<file path="config.mk">
export PLATFORM = sky130hd
export DESIGN_NAME = seq_timer_ctrl
export DESIGN_NICKNAME = d
export VERILOG_FILES = /design/src/rtl/seq_timer_pkg.sv /design/src/rtl/seq_timer_ctrl_prescaler.sv /design/src/rtl/seq_timer_ctrl.sv
export SDC_FILE = /design/constraint.sdc
export NUM_CORES = 1
export LEC_CHECK = 0
export BUFFER_PORTS_ARGS = -buffer_cell sky130_fd_sc_hd__buf_2
export CAP_MARGIN = 10
export CORE_MARGIN = 5
export CORE_UTILIZATION = 50
export DETAILED_ROUTE_END_ITERATION = 7
export PLACE_DENSITY = 0.7
export SETUP_SLACK_MARGIN = 0.5
export SYNTH_ARGS = -nofsm -noshare
export SYNTH_HDL_FRONTEND = slang
export SYNTH_SLANG_ARGS = --single-unit
export TNS_END_PERCENT = 20
</file>
<file path="constraint.sdc">
create_clock -name clk -period 2.1 [get_ports clk]
set_input_delay 0.42 -clock clk [delete_from_list [all_inputs] [get_ports clk]]
set_output_delay 0.42 -clock clk [all_outputs]
set_load 0.05 [all_outputs]
</file>
<file path="src/rtl/seq_timer_pkg.sv">
`default_nettype none
// +--------------------------------------------------------------------+
// | seq_timer_pkg                                                      |
// | Shared state encoding and default start pattern for the timer.     |
// | Rev 1.0                                                            |
// +--------------------------------------------------------------------+
package seq_timer_pkg;

  typedef enum logic [1:0] {
    IDLE  = 2'd0,
    SHIFT = 2'd1,
    COUNT = 2'd2,
    DONE  = 2'd3
  } state_t;

  localparam int         c_PAT_LEN = 4;
  localparam logic [3:0] c_PATTERN = 4'b1101;

endpackage
`default_nettype wire

</file>
<file path="src/rtl/seq_timer_ctrl_prescaler.sv">
`default_nettype none
// +--------------------------------------------------------------------+
// | tick_prescaler                                                     |
// | Free counter 0..TICKS-1; tc pulses at TICKS-1 while enabled.       |
// | Rev 1.0                                                            |
// +--------------------------------------------------------------------+
module tick_prescaler #(
  parameter int TICKS = 1000
) (
  input  logic clk,
  input  logic reset,
  input  logic clr,
  input  logic en,
  output logic tc
);

  localparam int              c_CW   = $clog2(TICKS);
  localparam logic [c_CW-1:0] c_LAST = c_CW'(TICKS - 1);

  logic [c_CW-1:0] r_cnt;

  assign tc = en && (r_cnt == c_LAST);

  always_ff @(posedge clk) begin
    if (reset || clr) begin
      r_cnt <= '0;
    end else if (tc) begin
      r_cnt <= '0;
    end else if (en) begin
      r_cnt <= r_cnt + c_CW'(1);
    end
  end

endmodule
`default_nettype wire

</file>
<file path="src/rtl/seq_timer_ctrl.sv">
`default_nettype none
// +--------------------------------------------------------------------+
// | seq_timer_ctrl                                                     |
// | Start-pattern detect, delay capture, prescaled countdown, done/ack.|
// | Rev 1.0                                                            |
// +--------------------------------------------------------------------+
module seq_timer_ctrl
  import seq_timer_pkg::*;
#(
  parameter int                 PAT_LEN = c_PAT_LEN,
  parameter logic [PAT_LEN-1:0] PATTERN = PAT_LEN'(c_PATTERN),
  parameter int                 DLY_W   = 4,
  parameter int                 TICKS   = 1000
) (
  input  logic             clk,
  input  logic             reset,
  input  logic             data,
  input  logic             ack,
  output logic             shift_ena,
  output logic             counting,
  output logic             done,
  output logic [DLY_W-1:0] count
);

  localparam int              c_BW       = $clog2(DLY_W + 1);
  localparam logic [c_BW-1:0] c_LAST_BIT = c_BW'(DLY_W - 1);

  state_t             r_state;
  state_t             w_state_next;
  // The oldest history bit only ever feeds the match window, so it is not stored.
  logic [PAT_LEN-2:0] r_hist;
  logic [PAT_LEN-1:0] w_window;
  logic [DLY_W-1:0]   r_dly;
  logic [c_BW-1:0]    r_bits;
  logic               w_match;
  logic               w_last_bit;
  logic               w_pre_clr;
  logic               w_pre_en;
  logic               w_tc;

  assign w_window   = {r_hist, data};
  assign w_match    = (w_window == PATTERN);
  assign w_last_bit = (r_bits == c_LAST_BIT);
  assign w_pre_en   = (r_state == COUNT);

  tick_prescaler #(
    .TICKS (TICKS)
  ) u_prescaler (
    .clk   (clk),
    .reset (reset),
    .clr   (w_pre_clr),
    .en    (w_pre_en),
    .tc    (w_tc)
  );

  always_ff @(posedge clk) begin
    if (reset) begin
      r_state <= IDLE;
    end else begin
      r_state <= w_state_next;
    end
  end

  always_comb begin
    w_state_next = r_state;
    w_pre_clr    = 1'b0;
    case (r_state)
      IDLE: begin
        if (w_match) w_state_next = SHIFT;
      end
      SHIFT: begin
        if (w_last_bit) begin
          w_state_next = COUNT;
          w_pre_clr    = 1'b1;
        end
      end
      COUNT: begin
        if (w_tc && (r_dly == '0)) w_state_next = DONE;
      end
      DONE: begin
        if (ack) w_state_next = IDLE;
      end
      default: w_state_next = IDLE;
    endcase
  end

  // Delay register doubles as the remaining-units counter during COUNT.
  always_ff @(posedge clk) begin
    if (reset) begin
      r_hist <= '0;
      r_dly  <= '0;
      r_bits <= '0;
    end else begin
      case (r_state)
        IDLE: begin
          r_hist <= w_window[PAT_LEN-2:0];
          r_bits <= '0;
        end
        SHIFT: begin
          r_dly  <= {r_dly[DLY_W-2:0], data};
          r_bits <= r_bits + c_BW'(1);
        end
        COUNT: begin
          if (w_tc && (r_dly != '0)) r_dly <= r_dly - DLY_W'(1);
        end
        DONE: begin
          if (ack) r_hist <= '0;
        end
        default: begin
        end
      endcase
    end
  end

  assign shift_ena = (r_state == SHIFT);
  assign counting  = (r_state == COUNT);
  assign done      = (r_state == DONE);
  assign count     = counting ? r_dly : '0;

endmodule
`default_nettype wire

</file>
==> results.md, run 1 <==
* Main combinational cell family by area after synthesis: simple AND/OR/NAND/NOR gates
* Initial drt markers at 41
* Vias at 1085
* Largest stage delay, worst path at 520 ps
* Die X at 58.4 µm
* Critical path required time at 2360 ps
* Fin. Hold Viols at 0
* Vias per cell at 5.59
* Layout area overhead at 33.8%
* Clock skew at 5.56 ps
* Port Buffers at 10
* Commonest non-fill, non-tap cell in the layout: nor2_1
* Synth Area in Compound Gates at 12.7%
* Clock buffer depth at 2
* Layout cells sized above 1 at 33.7%
* Post-DRT Antenna Nets at 0
* Most frequent cells in the layout: nor2_1, buf_4, dfxtp_1, inv_1, nand2_1
* Fin nets at 180
* Initial Util at 52.5%
* Drt drc at 0
* Clk Latency, worst-skew pair at 320 ps
* H-Tree Depth at 1
* # rows at 17
* Total of fill cells in the finished design at 176
* GRT Residual Overflow at 0
* RSZ-0062 raised after global routing: true
* Antenna Cells at 0
* Synth cell types at 36
* Drt wl/cell at 15.2 µm
* Crit-path slowest cell: or4_1
* Hold Crit Class: input port to register
* # Max-Cap Violations at 0
* Yosys warns at 0
* FF+latch count, synth at 22
* TritonCTS Buffers at 3
* Post-Synth XOR/XNOR Area at 5.98%
* Slew @ Worst Pin at 400 ps
* Synth Area in Adders at 9.61%
* Vias in the first global route at 1046
* Worst path cell trace: or3b_4, or3_4, or4_1, a21oi_1
* WS Path Type: register to register
* Gate Count Post-Synth at 138
* Core Region at 2230 µm²
* Seq/Total Area, Yosys at 37.6%
* Tot Pwr at 889 µW
* Worst hold slack at 414 ps
* Routed WL at 2960 µm
* Metal3 WL at 129 µm
* Worst relative slew slack at 73.1%
* Power Density at 566 nW/µm²
* DRT Pass-1 Iters at 4
* EDFF count, synth at 0
* Largest net degree at the start of global routing at 13
* Die Height at 58.4 µm
* Mapped Nets at 151
* Initial antenna violation count at 0
* Sum Neg Setup Slack at 0 ps
* IO Count at 11
* Critical Path Fanout Max at 5
* CTS tree: built
* FMAX at 535 MHz
* CP arrival at 2130 ps
* Simple-Gate Fraction of Synth Area at 24.0%
* Status: finished clean
* Max VDD drop at 0.534 mV
* Post-Syn Area at 1170 µm²
* Highest routed layer: met4
* P_leak at 0.000644 µW
* Fin crit share at 89.0%
* DP HPWL at 1710 µm
* Slew Limit Fails at 0
* Met2 wire length at 1490 µm
* Clock transition at path regs at 120 ps
* CTS Sinks at 22
* # setup viols final at 0
* Period minus WS final at 1870 ps
* First-pass GRT wire length at 4530 µm
* Predominant post-synthesis flop cell: dfxtp_1
* Async set or reset register ratio after synthesis at 0%
* Total Routing Usage GR at 17.2%
* DIE AREA at 3410 µm²
* Crit path launch type: register
* Placer Congestion at 0.831
* Met1 WL at 1240 µm
* Synthesized area per cell at 8.50 µm²
* Crit end category: register
* Clock Tree Root: clkbuf_4
* Post-synthesis mux area share at 5.12%
-- cells by family (layout without fill, tap and decap cells) --
group / count (synthesis) / after routing
buffers and inverters: 15 / 43
AND/OR/NAND/NOR: 56 / 56
XOR/XNOR: 8 / 8
multiplexers: 6 / 6
adder cells (fa/ha/maj): 9 / 9
AO/OA/AOI/OAI: 22 / 22
flip-flops: 22 / 22
-- timing repair --
item,4_1_cts,5_1_grt
hold buffers,0,0
gates resized for setup,18,16
cloned,0,0
hold endpoints to repair,0,0
pin swaps,5,5
endpoints found under the setup margin,23,23
setup buffers,13,4
-- critical path: cells and delay by family, from the launching register on --
kind               cells  cell delay [ps]
and+or+nand+nor        3             1330
AOI/OAI and AO/OA      1              140
DFF                    1              350
-- layer usage --
metal / up-vias / GRT usage (%)
met4: 0 / 7.62
li1: 536 / -
met3: 11 / 3.95
met5: - / 0
met1: 506 / 19.7
met2: 32 / 30.3
-- metrics by stage --
stage	setup WS, ps	cell area [µm²]	util (%)	cells
global placement	230	1280	57.1	173
CTS	267	1460	65.5	190
finish	231	1570	70.3	194
detailed placement	180	1280	57.1	173
floorplan	69.6	1200	-	138
global route	166	1570	70.3	194
-- state kept, by name, indices dropped and copies added, names as in the netlist --
signal and flops:
u_prescaler.r_cnt 10, r_dly 4, r_bits 3, r_hist 3, r_state 2
-- cell usage after synthesis, drive strengths merged, types with 3 or more instances --
cell,instances,area [µm²]
xor2,3,26.3
o21ai,4,20.0
clkbuf,3,12.5
nand2,8,30.0
dfxtp,22,440
nor2,22,82.6
mux2i,6,60.1
ha,9,113
nand3,3,15.0
or3,3,18.8
xnor2,5,43.8
a21oi,5,25.0
inv,10,37.5
nand4,4,25.0
nand2b,4,25.0
a22oi,3,22.5
-- power by group --
group / switching [µW] / internal, µW
Clock: 132 / 106
Combinational: 117 / 89.6
Sequential: 13.0 / 431
-- final timing paths --
path                             start                    to  slack (ps)  depth (start not counted)
setup / recovery  u_prescaler.r_cnt[9]              r_dly[2]         230                          4
hold / removal                    data             r_hist[0]         410                          3
setup reg to reg  u_prescaler.r_cnt[9]              r_dly[2]         230                          4
hold reg to reg   u_prescaler.r_cnt[9]  u_prescaler.r_cnt[9]         530                          2
-- area by class of cell --
type / count / area [µm²] / share of cell area [%]
multi-input combinational: 101 / 771 / 49.1
sequential: 22 / 455 / 29.0
timing repair buffer: 29 / 230 / 14.7
clock buffer: 4 / 36.3 / 2.31
inverter: 10 / 41.3 / 2.63
tap: 28 / 35.0 / 2.23
(Power assumes the default switching activity.)
==> run 2: changes to the inputs <==
Settings changed: BUFFER_PORTS_ARGS -buffer_cell sky130_fd_sc_hd__buf_2 to -buffer_cell sky130_fd_sc_hd__buf_4, CORE_MARGIN 5 to 2.
==> results.md, run 2 (same netlist as run 1, synthesis figures left out) <==
* Crit path launch type: register (unchanged)
* Total of fill cells in the finished design at 193 (was 176)
* Largest net degree at the start of global routing at 13 (unchanged)
* Vias in the first global route at 969 (was 1046)
* Antenna Cells at 0 (unchanged)
* Die Height at 52.4 µm (was 58.4 µm)
* Vias at 1017 (was 1085)
* Cell family with most CP delay: simple AND/OR/NAND/NOR gates (unchanged)
* Placed cell areas at 1300 µm² (was 1280 µm²)
* Port Buffers at 10 (unchanged)
* Period minus WS final at 1880 ps (was 1870 ps)
* Commonest non-fill, non-tap cell in the layout: nor2_1 (unchanged)
* Layout cells sized above 1 at 29.3% (was 33.7%)
* Critical path required time at 2330 ps (was 2360 ps)
* Vias per cell at 5.50 (was 5.59)
* # Max-Cap Violations at 0 (unchanged)
* Post-DRT Antenna Nets at 0 (unchanged)
* Non-Filler Cell Area, Final at 1500 µm² (was 1570 µm²)
* Worst path cell trace: or3b_4, or3_4, or4_1, a21oi_1 (unchanged)
* WP buf/inv at 0 (unchanged)
* Routed WL at 2490 µm (was 2960 µm)
* Sum Neg Setup Slack at 0 ps (unchanged)
* # hold bufs at CTS at 0 (unchanged)
* Core Region at 2210 µm² (was 2230 µm²)
* P_leak at 0.000569 µW (was 0.000644 µW)
* CTS tree: built (unchanged)
* Sequential Power Share at 55.5% (was 50.0%)
* Placer Congestion at 0.749 (was 0.831)
* Layout area overhead at 27.5% (was 33.8%)
* Fin nets at 172 (was 180)
* GRT Residual Overflow at 0 (unchanged)
* DRT Pass-1 Iters at 4 (unchanged)
* Max VDD drop at 0.368 mV (was 0.534 mV)
* Worst relative slew slack at 70.5% (was 73.1%)
* Die X at 52.4 µm (was 58.4 µm)
* Switch share at 29.0% (was 29.5%)
* H-Tree Depth at 1 (unchanged)
* Combinational power share at 21.5% (was 23.2%)
* Power Internal at 570 µW (was 627 µW)
* WS Path Type: register to register (unchanged)
* Fin. Hold Viols at 0 (unchanged)
* Hold Crit Class: input port to register (unchanged)
* Clk Latency, worst-skew pair at 290 ps (was 320 ps)
* Top reg by flops: u_prescaler.r_cnt (unchanged)
* Total Routing Usage GR at 20.2% (was 17.2%)
* Clock transition at path regs at 110 ps (was 120 ps)
* Clock buffer depth at 2 (unchanged)
* CP arrival at 2110 ps (was 2130 ps)
* CTS Sinks at 22 (unchanged)
* Slew @ Worst Pin at 438 ps (was 400 ps)
* Most frequent cells in the layout: nor2_1, buf_4, dfxtp_1, inv_1 (was nor2_1, buf_4, dfxtp_1, inv_1, nand2_1)
* FMAX at 531 MHz (was 535 MHz)
* Drt drc at 0 (unchanged)
* Crit end category: register (unchanged)
* Clock Tree Root: clkbuf_4 (unchanged)
* TritonCTS Buffers at 3 (unchanged)
* Critical Path Fanout Max at 4 (was 5)
* Initial antenna violation count at 0 (unchanged)
* Power Density at 537 nW/µm² (was 566 nW/µm²)
* Crit-path slowest cell: or4_1 (unchanged)
* DIE AREA at 2750 µm² (was 3410 µm²)
* Drt wl/cell at 13.5 µm (was 15.2 µm)
* P_sw at 233 µW (was 262 µW)
* Largest stage delay, worst path at 510 ps (was 520 ps)
* DP HPWL at 1690 µm (was 1710 µm)
* Initial Util at 53.0% (was 52.5%)
* Clk pwr share at 22.9% (was 26.8%)
* Largest register FFs at 10 (unchanged)
* # rows at 17 (unchanged)
* Slew Limit Fails at 0 (unchanged)
* Fin crit share at 89.7% (was 89.0%)
* First-pass GRT wire length at 4150 µm (was 4530 µm)
* # setup viols final at 0 (unchanged)
* RSZ-0062 raised after global routing: true (unchanged)
* Initial drt markers at 18 (was 41)
* Clock skew at 2.95 ps (was 5.56 ps)
* Status: finished clean (unchanged)
* Largest registers: u_prescaler.r_cnt: 10 flops, r_dly: 4 flops (unchanged)
* IO Count at 11 (unchanged)
==> run 2: changes by cell type in the layout (fill, tap and decap cells not counted), sizes merged <==
cell / previous run / this run
clkbuf: 4 / 3
buf: 29 / 21
==> run 2: power groups by stage <==
| stage | logic [µW] | clock network (µW) | registers, µW |
|---|---|---|---|
| after CTS | 168 | 197 | 446 |
| after detailed placement | 150 | 0 | 457 |
| final | 173 | 184 | 446 |
| after global placement | 147 | 0 | 456 |
| after global routing | 191 | 208 | 448 |
| after floorplan | 114 | 0 | 453 |
==> run 2: through the flow <==
step / setup slack, ps / hold slack [ps] / instances / power, µW / utilization [%]
after floorplan: 69.6 / 472 / 138 / 567 / -
after global placement: 243 / 483 / 173 / 602 / 58.8
after detailed placement: 172 / 497 / 173 / 607 / 58.8
after CTS: 279 / 374 / 185 / 812 / 66.0
after global routing: 180 / 384 / 185 / 847 / 67.6
final: 217 / 385 / 185 / 803 / 67.6
==> run 2: worst paths after layout <==
path                      to                 start  slack [ps]  cells past startpoint
setup / recovery    r_dly[2]  u_prescaler.r_cnt[9]         220                      4
hold / removal     r_bits[2]                 reset         390                      2
setup reg to reg    r_dly[2]  u_prescaler.r_cnt[9]         220                      4
hold reg to reg   r_state[1]            r_state[1]         520                      2
==> run 2: what timing repair did <==
action / CTS / global route
gates resized for setup: 16 / 9
pin swaps: 6 / 2
endpoints found under the hold margin: 0 / 0
buffers inserted: 9 / 0
setup endpoints to repair: 22 / 23
==> run 2: layout make-up <==
type	count	area, µm²	area share, %
Inverter	10	41.3	2.76
Multi-Input combinational cell	101	753	50.4
Tap cell	28	35.0	2.34
Sequential cell	22	453	30.3
Clock buffer	3	22.5	1.51
Timing Repair Buffer	21	190	12.7
==> run 2: per-layer routing <==
| metal | wire length, µm | GRT usage [%] |
|---|---|---|
| met1 | 1220 | 26.0 |
| met2 | 1180 | 34.6 |
| met3 | 56 | 2.57 |
| met4 | 35 | 6.41 |
| met5 | 0 | 0 |
